## config.mk

```make
export PLATFORM = sky130hd
export DESIGN_NAME = sync_debounce_edge
export DESIGN_NICKNAME = d
export VERILOG_FILES = /design/src/rtl/sync_debounce_edge_pkg.sv /design/src/rtl/sync_debounce_edge_debounce_channel.sv /design/src/rtl/sync_debounce_edge.sv
export SDC_FILE = /design/constraint.sdc
export NUM_CORES = 1
export LEC_CHECK = 0
export BUFFER_PORTS_ARGS = -buffer_cell sky130_fd_sc_hd__buf_2
export CAP_MARGIN = 20
export CELL_PAD_IN_SITES_DETAIL_PLACEMENT = 0
export CELL_PAD_IN_SITES_GLOBAL_PLACEMENT = 1
export CORE_AREA = 2 2 39 41
export CTS_BUF_LIST = sky130_fd_sc_hd__clkbuf_16
export CTS_CLUSTER_DIAMETER = 30
export DETAILED_ROUTE_END_ITERATION = 8
export DIE_AREA = 0 0 41 43
export GPL_TIMING_DRIVEN = 0
export MAX_ROUTING_LAYER = met4
export PLACE_DENSITY_LB_ADDON = 0.1
export RECOVER_POWER = 100
export SETUP_SLACK_MARGIN = 0.15
export SLEW_MARGIN = 5
export SYNTH_ARGS = -nofsm -noshare
export SYNTH_HDL_FRONTEND = slang
export SYNTH_SLANG_ARGS = --single-unit
```

## constraint.sdc

```tcl
create_clock -name clk -period 1.5 [get_ports clk]
set_input_delay 0 -clock clk [delete_from_list [all_inputs] [get_ports clk]]
set_output_delay 0 -clock clk [all_outputs]
set_load 0.02 [all_outputs]
```

## src/rtl/sync_debounce_edge_pkg.sv

```systemverilog
// Shared constants and helpers for the input conditioner.
// Imported by the per-channel debouncer and the top-level wrapper.
package sync_debounce_edge_pkg;

    localparam int unsigned MIN_STAGES = 2;
    localparam int unsigned MIN_STABLE = 1;
    localparam int unsigned MIN_WIDTH  = 1;

    // Width of a counter that must reach stable-1 without wrapping.
    function automatic int unsigned cnt_width(input int unsigned stable);
        return (stable < 2) ? 1 : $clog2(stable + 1);
    endfunction

endpackage

```

## src/rtl/sync_debounce_edge_debounce_channel.sv

```systemverilog
// One channel: synchronizer chain, optional debounce counter,
// accepted level and registered rise/fall pulses.
module debounce_channel #(
    parameter int unsigned STAGES        = 2,
    parameter int unsigned STABLE_CYCLES = 16,
    parameter bit          DEBOUNCE_EN   = 1'b1,
    parameter logic        RESET_VALUE   = 1'b0
) (
    input  logic clk,
    input  logic rst_n,
    input  logic async_in,
    output logic level_out,
    output logic rise_pulse,
    output logic fall_pulse
);

    import sync_debounce_edge_pkg::*;

    logic [STAGES-1:0] r_sync;
    logic              r_level;
    logic              r_rise;
    logic              r_fall;
    logic              w_s_q;
    logic              w_next;

    assign w_s_q = r_sync[STAGES-1];

    // Plain flop chain, nothing between stages, for metastability settling.
    always_ff @(posedge clk or negedge rst_n) begin
        if (!rst_n) begin
            r_sync <= {STAGES{RESET_VALUE}};
        end else begin
            r_sync <= {r_sync[STAGES-2:0], async_in};
        end
    end

    if (DEBOUNCE_EN) begin : g_deb
        localparam int unsigned CW = cnt_width(STABLE_CYCLES);
        localparam logic [CW-1:0] LAST = CW'(STABLE_CYCLES - 1);

        logic [CW-1:0] r_cnt;

        // Count consecutive cycles the synced input disagrees with the level.
        always_ff @(posedge clk or negedge rst_n) begin
            if (!rst_n) begin
                r_cnt <= '0;
            end else if (w_s_q == r_level) begin
                r_cnt <= '0;
            end else if (r_cnt == LAST) begin
                r_cnt <= '0;
            end else begin
                r_cnt <= r_cnt + CW'(1);
            end
        end

        assign w_next = ((w_s_q != r_level) && (r_cnt == LAST))
                      ? w_s_q : r_level;
    end else begin : g_byp
        assign w_next = w_s_q;
    end

    // Level and edge pulses update together so a pulse marks the new level.
    always_ff @(posedge clk or negedge rst_n) begin
        if (!rst_n) begin
            r_level <= RESET_VALUE;
            r_rise  <= 1'b0;
            r_fall  <= 1'b0;
        end else begin
            r_level <= w_next;
            r_rise  <= ~r_level & w_next;
            r_fall  <= r_level & ~w_next;
        end
    end

    assign level_out  = r_level;
    assign rise_pulse = r_rise;
    assign fall_pulse = r_fall;

endmodule

```

## src/rtl/sync_debounce_edge.sv

```systemverilog
// Input conditioner top: WIDTH independent debounce channels.
// Only wiring and parameter sanity checks live here.
module sync_debounce_edge #(
    parameter int unsigned WIDTH         = 1,
    parameter int unsigned STAGES        = 2,
    parameter int unsigned STABLE_CYCLES = 16,
    parameter bit          DEBOUNCE_EN   = 1'b1,
    parameter logic        RESET_VALUE   = 1'b0
) (
    input  logic             clk,
    input  logic             rst_n,
    input  logic [WIDTH-1:0] async_in,
    output logic [WIDTH-1:0] level_out,
    output logic [WIDTH-1:0] rise_pulse,
    output logic [WIDTH-1:0] fall_pulse
);

    import sync_debounce_edge_pkg::*;

    if (STAGES < MIN_STAGES) begin : g_bad_stages
        $error("sync_debounce_edge: STAGES must be >= 2");
    end

    if (STABLE_CYCLES < MIN_STABLE) begin : g_bad_stable
        $error("sync_debounce_edge: STABLE_CYCLES must be >= 1");
    end

    if (WIDTH < MIN_WIDTH) begin : g_bad_width
        $error("sync_debounce_edge: WIDTH must be >= 1");
    end

    for (genvar g = 0; g < WIDTH; g++) begin : g_ch
        debounce_channel #(
            .STAGES        (STAGES),
            .STABLE_CYCLES (STABLE_CYCLES),
            .DEBOUNCE_EN   (DEBOUNCE_EN),
            .RESET_VALUE   (RESET_VALUE)
        ) u_ch (
            .clk        (clk),
            .rst_n      (rst_n),
            .async_in   (async_in[g]),
            .level_out  (level_out[g]),
            .rise_pulse (rise_pulse[g]),
            .fall_pulse (fall_pulse[g])
        );
    end

endmodule

```

==> results of run 1 <==
[per-stage QoR]
step                instance area (µm²)  hold slack (ns)
finish                              514            0.244
global route                        514            0.332
CTS                                 523            0.163
detailed placement                  428           -0.132
global placement                    428           -0.136
floorplan                           383           -0.296
[cell usage after synthesis (all sizes together)]
library cell | count | area share, %
ha | 1 | 3.3
mux2 | 1 | 3.9
nor2 | 2 | 2.0
nand4b | 1 | 6.2
and3 | 1 | 2.0
dfrtp | 10 | 65
xor2 | 3 | 6.9
nand3 | 1 | 1.3
nor3b | 2 | 3.9
and2 | 1 | 1.6
nand2 | 2 | 2.0
a31oi | 1 | 1.6
[power groups by stage]
stage,logic (mW),clock network (mW),registers (mW)
after floorplan,0.0124,0,0.290
after global placement,0.0217,0,0.292
after detailed placement,0.0219,0,0.293
after CTS,0.0263,0.459,0.289
after global routing,0.0293,0.474,0.289
final,0.0246,0.452,0.288
[registers in the layout, indices dropped and copies added (netlist names)]
register               cells
g_ch.u_ch.fall_pulse       1
g_ch.u_ch.g_deb.r_cnt      5
g_ch.u_ch.level_out        1
g_ch.u_ch.r_sync           2
g_ch.u_ch.rise_pulse       1
[layout make-up]
type / instances / area share (%)
timing repair buffer: 7 / 7.79
sequential: 10 / 48.7
tap: 16 / 3.89
multi-input combinational: 16 / 25.1
clock buffer: 3 / 14.6
[path summary, 6_finish.rpt]
kind	to	start	slack, ns
worst min-delay path	g_ch[0].u_ch.level_out	rst_n	0.24
worst min register to register	g_ch[0].u_ch.r_sync[1]	g_ch[0].u_ch.r_sync[0]	0.35
min in group clk	g_ch[0].u_ch.r_sync[1]	g_ch[0].u_ch.r_sync[0]	0.35
worst max-delay path	g_ch[0].u_ch.level_out	g_ch[0].u_ch.g_deb.r_cnt[0]	0.26
max in group asynchronous	g_ch[0].u_ch.g_deb.r_cnt[0]	rst_n	0.92
worst max register to register	g_ch[0].u_ch.level_out	g_ch[0].u_ch.g_deb.r_cnt[0]	0.26
[kinds of logic (layout without fill, tap and decap cells)]
family                   count (synthesis)  count (layout)  synth area share (%)
flip-flops                              10              10                  65.4
AND/OR/NAND/NOR                         10              10                  19.0
adder cells (fa/ha/maj)                  1               1                  3.27
XOR/XNOR                                 3               3                  6.86
AO/OA/AOI/OAI                            1               1                  1.64
multiplexers                             1               1                  3.92
buffers and inverters                    0              10                     0
[metal layers]
metal | global-route usage (%) | wire length, µm | vias to the layer above
li1 | - | - | 108
met1 | 9.22 | 199 | 112
met2 | 13.8 | 303 | 5
met3 | 1.57 | 22 | 2
met4 | 12.0 | 16 | 0
met5 | - | 0 | -
[what timing repair did]
item,CTS,global route
hold buffers,2,0
resized for setup,0,0
hold endpoints to repair,11,0
==> run metrics, run 1 <==
Seq pwr share=37.7%; layout cell share with drive strength beyond 1=16.7%; Leakage Power=0.280 nW; hpwl dp=415 µm; Mapped Area=383 µm²; RSZ-0062 raised after global routing=false; CP Buf/Inv Count=0; first-pass iteration count of the detailed router=1; routability cong.=0.649; Yosys warnings=0; Worst path depth=3; most frequent cells in the layout=dfrtp_1, clkbuf_1, xor2_1, clkbuf_16; CORE AREA=1380 µm²; Worst IR Drop VDD=0.578 mV; most common cell after layout, fill and taps aside=dfrtp_1; DP Worst Slack=0.268 ns; Max Clk Rate=0.803 GHz; Cell Count, Final, Fillers Out=52; WP data required=1.61 ns; Final ANT Viol Nets=0; Initial Util=27.7%; Max clock buf depth=2; synth unique cells=12; Initial DRC Count=0; status=completed; clk sink count=10; Rel. slew slack=66.6%; Psw=0.128 mW; drt via density=4.37; critical path type=flip-flop to flip-flop; Logic pwr share=3.2%; Crit Path Max Fanout=5; sequential share of the synthesized area=65.4%; Fillers=138; placed cells=47; Startpoint Class=flip-flop; Slew Viols, Final=0; post-route clock period utilization=83.0%; Setup Skew=0.00268 ns; CTS tree=done; gr ovfl total=0; Power Internal=0.637 mW; Row Count=14; postcts setup bufs=0; setup_tns=0 ns; die height=43 µm; worst slew pin tran=0.501 ns; vias in the first global route=273; routed len/inst=10.4 µm; Sw Ratio=16.8%; Mapped Nets=30; Max Cap Violations=0; multi-input logic area=129 µm²; Reg clk slew, reported paths=0.04 ns; CP max-delay cell=dfrtp_1; Power Density=1490 nW/µm²; Largest stage delay, worst path=0.39 ns; initial antenna violation count=0; final hold viol count=0; IO Count=6; Total GRT Usage=9.64%; nature of the critical path endpoint=flip-flop; Layout Nets=42; path depth of the worst reg2reg path=3; HP Class=primary input to async pin; Worst-Skew Late Latency=0.23 ns; Layout area overhead=34.3%; setup ws final=0.255 ns; largest net degree at the start of global routing=11; number of buffers created by CTS=3; Total Wirelength=541 µm; syn_area_per_cell=14.7 µm²; #FFs+latches synth=10; Final min period=1.24 ns; first-pass GRT wire length=1040 µm; # H-tree levels=1; Total Power=0.765 mW; power share of the clock group=59.1%; Root Buffer=clkbuf_16; Top delay family on crit path=flip-flops; DIE AREA=1760 µm²; Syn Inst Count=26; Critical Path, Cell by Cell=ha_1, nand4b_4, mux2_1; DR vias=227; Setup violations, final=0; critical path data arrival time=1.36 ns; port buffer count=5; Die W=41 µm; antenna cells=0; register area=250 µm²; final core utilization=37.2%; Residual DRC=0
(Power assumes the default switching activity.)
==> run 2: changes to the inputs <==
==> constraint.sdc (replaced) <==
create_clock -name clk -period 1.2 [get_ports clk]
set_input_delay 0 -clock clk [delete_from_list [all_inputs] [get_ports clk]]
set_output_delay 0 -clock clk [all_outputs]
set_load 0.02 [all_outputs]
==> run 2 against run 1 <==
Against the previous run: critical path depth stayed put; first-iteration DRC count is 2 higher; cell area is 6.3% higher; maximum frequency is 8.3% higher; power is 27% higher; clock power is 25% higher; combinational power is 61% higher; worst hold slack better by 0.0091 ns; die area stayed put; sequential power is 26% higher.
==> run metrics, run 2 (same netlist as run 1, synthesis figures left out) <==
status=completed (unchanged); Setup violations, final=0 (unchanged); Startpoint Class=flip-flop (unchanged); Top delay family on crit path=flip-flops (unchanged); Initial DRC Count=2 (was 0); placed cells=47 (unchanged); Worst R2R Setup Slack=0.05 ns (was 0.26 ns); first-pass iteration count of the detailed router=2 (was 1); initial antenna violation count=0 (unchanged); routed len/inst=11.2 µm (was 10.4 µm); setup ws final=0.0504 ns (was 0.255 ns); Fillers=131 (was 138); WP data required=1.31 ns (was 1.61 ns); final hold viol count=0 (unchanged); Total Power=0.970 mW (was 0.765 mW); nature of the critical path endpoint=flip-flop (unchanged); worst slew pin tran=0.513 ns (was 0.501 ns); Power Density=1770 nW/µm² (was 1490 nW/µm²); die height=43 µm (unchanged); Max Clk Rate=0.870 GHz (was 0.803 GHz); gr ovfl total=0 (unchanged); Max Cap Violations=0 (unchanged); Total Wirelength=591 µm (was 541 µm); setup_tns=0 ns (unchanged); layout cell share with drive strength beyond 1=29.7% (was 16.7%); vias in the first global route=244 (was 273); DP Worst Slack=0.0392 ns (was 0.268 ns); Leakage Power=0.285 nW (was 0.280 nW); DR vias=221 (was 227); CP max-delay cell=dfrtp_1 (unchanged); Total GRT Usage=9.96% (was 9.64%); Cell Count, Final, Fillers Out=53 (was 52); Slew Viols, Final=0 (unchanged); Regs by FF count=g_ch.u_ch.g_deb.r_cnt: 5 flops, g_ch.u_ch.r_sync: 2 flops (unchanged); RSZ-0062 raised after global routing=true (was false); number of buffers created by CTS=3 (unchanged); post-route clock period utilization=95.8% (was 83.0%); port buffer count=5 (unchanged); Reg clk slew, reported paths=0.04 ns (about the same); largest net degree at the start of global routing=11 (unchanged); start of the worst register-to-register path=g_ch[0].u_ch.g_deb.r_cnt[0] (unchanged); Rel. slew slack=65.8% (was 66.6%); Worst IR Drop VDD=0.692 mV (was 0.578 mV); HP Class=primary input to async pin (unchanged); CP Buf/Inv Count=0 (unchanged); CTS tree=done (unchanged); Layout area overhead=42.8% (was 34.3%); Critical Path, Cell by Cell=ha_4, nand4b_4, mux2_4 (was ha_1, nand4b_4, mux2_1); antenna cells=0 (unchanged); clk sink count=10 (unchanged); Row Count=14 (unchanged); Root Buffer=clkbuf_16 (unchanged); most frequent cells in the layout=dfrtp_1, clkbuf_1, clkbuf_16 (was dfrtp_1, clkbuf_1, xor2_1, clkbuf_16); Reg with most FFs=g_ch.u_ch.g_deb.r_cnt (unchanged); DIE AREA=1760 µm² (unchanged); Crit Path Max Fanout=5 (unchanged); Residual DRC=0 (unchanged); critical path type=flip-flop to flip-flop (unchanged); path depth of the worst reg2reg path=3 (unchanged); first-pass GRT wire length=1050 µm (was 1040 µm); most common cell after layout, fill and taps aside=dfrtp_1 (unchanged); max reg flops=5 (unchanged); Setup Skew=0.00105 ns (was 0.00268 ns); Worst-Skew Late Latency=0.23 ns (about the same); Max clock buf depth=2 (unchanged); routability cong.=0.638 (was 0.649); Largest stage delay, worst path=0.39 ns (about the same); Final min period=1.15 ns (was 1.24 ns); # H-tree levels=1 (unchanged); Final ANT Viol Nets=0 (unchanged); IO Count=6 (unchanged); CORE AREA=1380 µm² (unchanged); Initial Util=27.7% (unchanged); critical path data arrival time=1.26 ns (was 1.36 ns); drt via density=4.17 (was 4.37); capturing point of the worst reg2reg path=g_ch[0].u_ch.level_out (unchanged); Layout Nets=43 (was 42); Die W=41 µm (unchanged)
run 2: changes by cell type in the layout (fill, tap and decap cells not counted):
cell,delta
dfrtp_2,+1
dfrtp_1,-1
ha_1,-1
mux2_1,-1
xor2_2,+1
buf_4,+1
xor2_1,-1
mux2_4,+1
ha_4,+1
run 2: power by group:
group	switching, mW	leakage (nW)	total (mW)	internal, mW
Combinational	0.0172	0.117	0.0396	0.0223
Clock	0.136	0.0370	0.566	0.430
Sequential	0.0133	0.132	0.364	0.351
run 2: what timing repair did:
action / CTS / global route
setup endpoints to repair: 3 / 5
hold buffers: 2 / 0
pin swaps: 1 / 1
endpoints found under the hold margin: 11 / 0
cloned: 0 / 0
gates resized for setup: 1 / 1
buffers inserted: 1 / 0
run 2: cell type report:
class / instances / area (µm²) / area share, %
well taps: 16 / 20.0 / 3.66
multi-input cells: 16 / 153 / 27.9
clock buffers: 3 / 75.1 / 13.7
flip-flops and latches: 10 / 251 / 46.0
repair buffers: 8 / 47.5 / 8.70
run 2: how the worst max path moves through the flow:
stage | startpoint | endpoint | cells past startpoint
after global routing | g_ch[0].u_ch.g_deb.r_cnt[0] | g_ch[0].u_ch.level_out | 3
after global placement | g_ch[0].u_ch.g_deb.r_cnt[0] | g_ch[0].u_ch.level_out | 3
after detailed placement | g_ch[0].u_ch.g_deb.r_cnt[0] | g_ch[0].u_ch.level_out | 3
after CTS | g_ch[0].u_ch.g_deb.r_cnt[0] | g_ch[0].u_ch.level_out | 3
after floorplan | g_ch[0].u_ch.g_deb.r_cnt[0] | g_ch[0].u_ch.level_out | 3
final | g_ch[0].u_ch.g_deb.r_cnt[0] | g_ch[0].u_ch.level_out | 3
run 2: metrics by stage:
stage                     hold WS [ns]  util (%)  area, µm²
after CTS                        0.165      39.8        551
after global routing             0.332      39.5        547
after global placement          -0.136      31.8        440
after floorplan                 -0.296         -        395
after detailed placement        -0.129      31.8        440
final                            0.253      39.5        547
run 2: worst reg2reg max path: stages (launching register included):
cell and delay, ns:
dfrtp_1 0.39, ha_4 0.18, nand4b_4 0.15, mux2_4 0.32
run 2: per-layer routing:
metal  wire [µm]  vias up  share of wire (%)  GRT usage [%]
li1            -      111                  -              -
met1         262      107                 44           11.9
met2         318        3                 54           12.2
met3          10        0                1.7           3.14
met4           0        0                  0           10.0
met5           0        -                  0              -
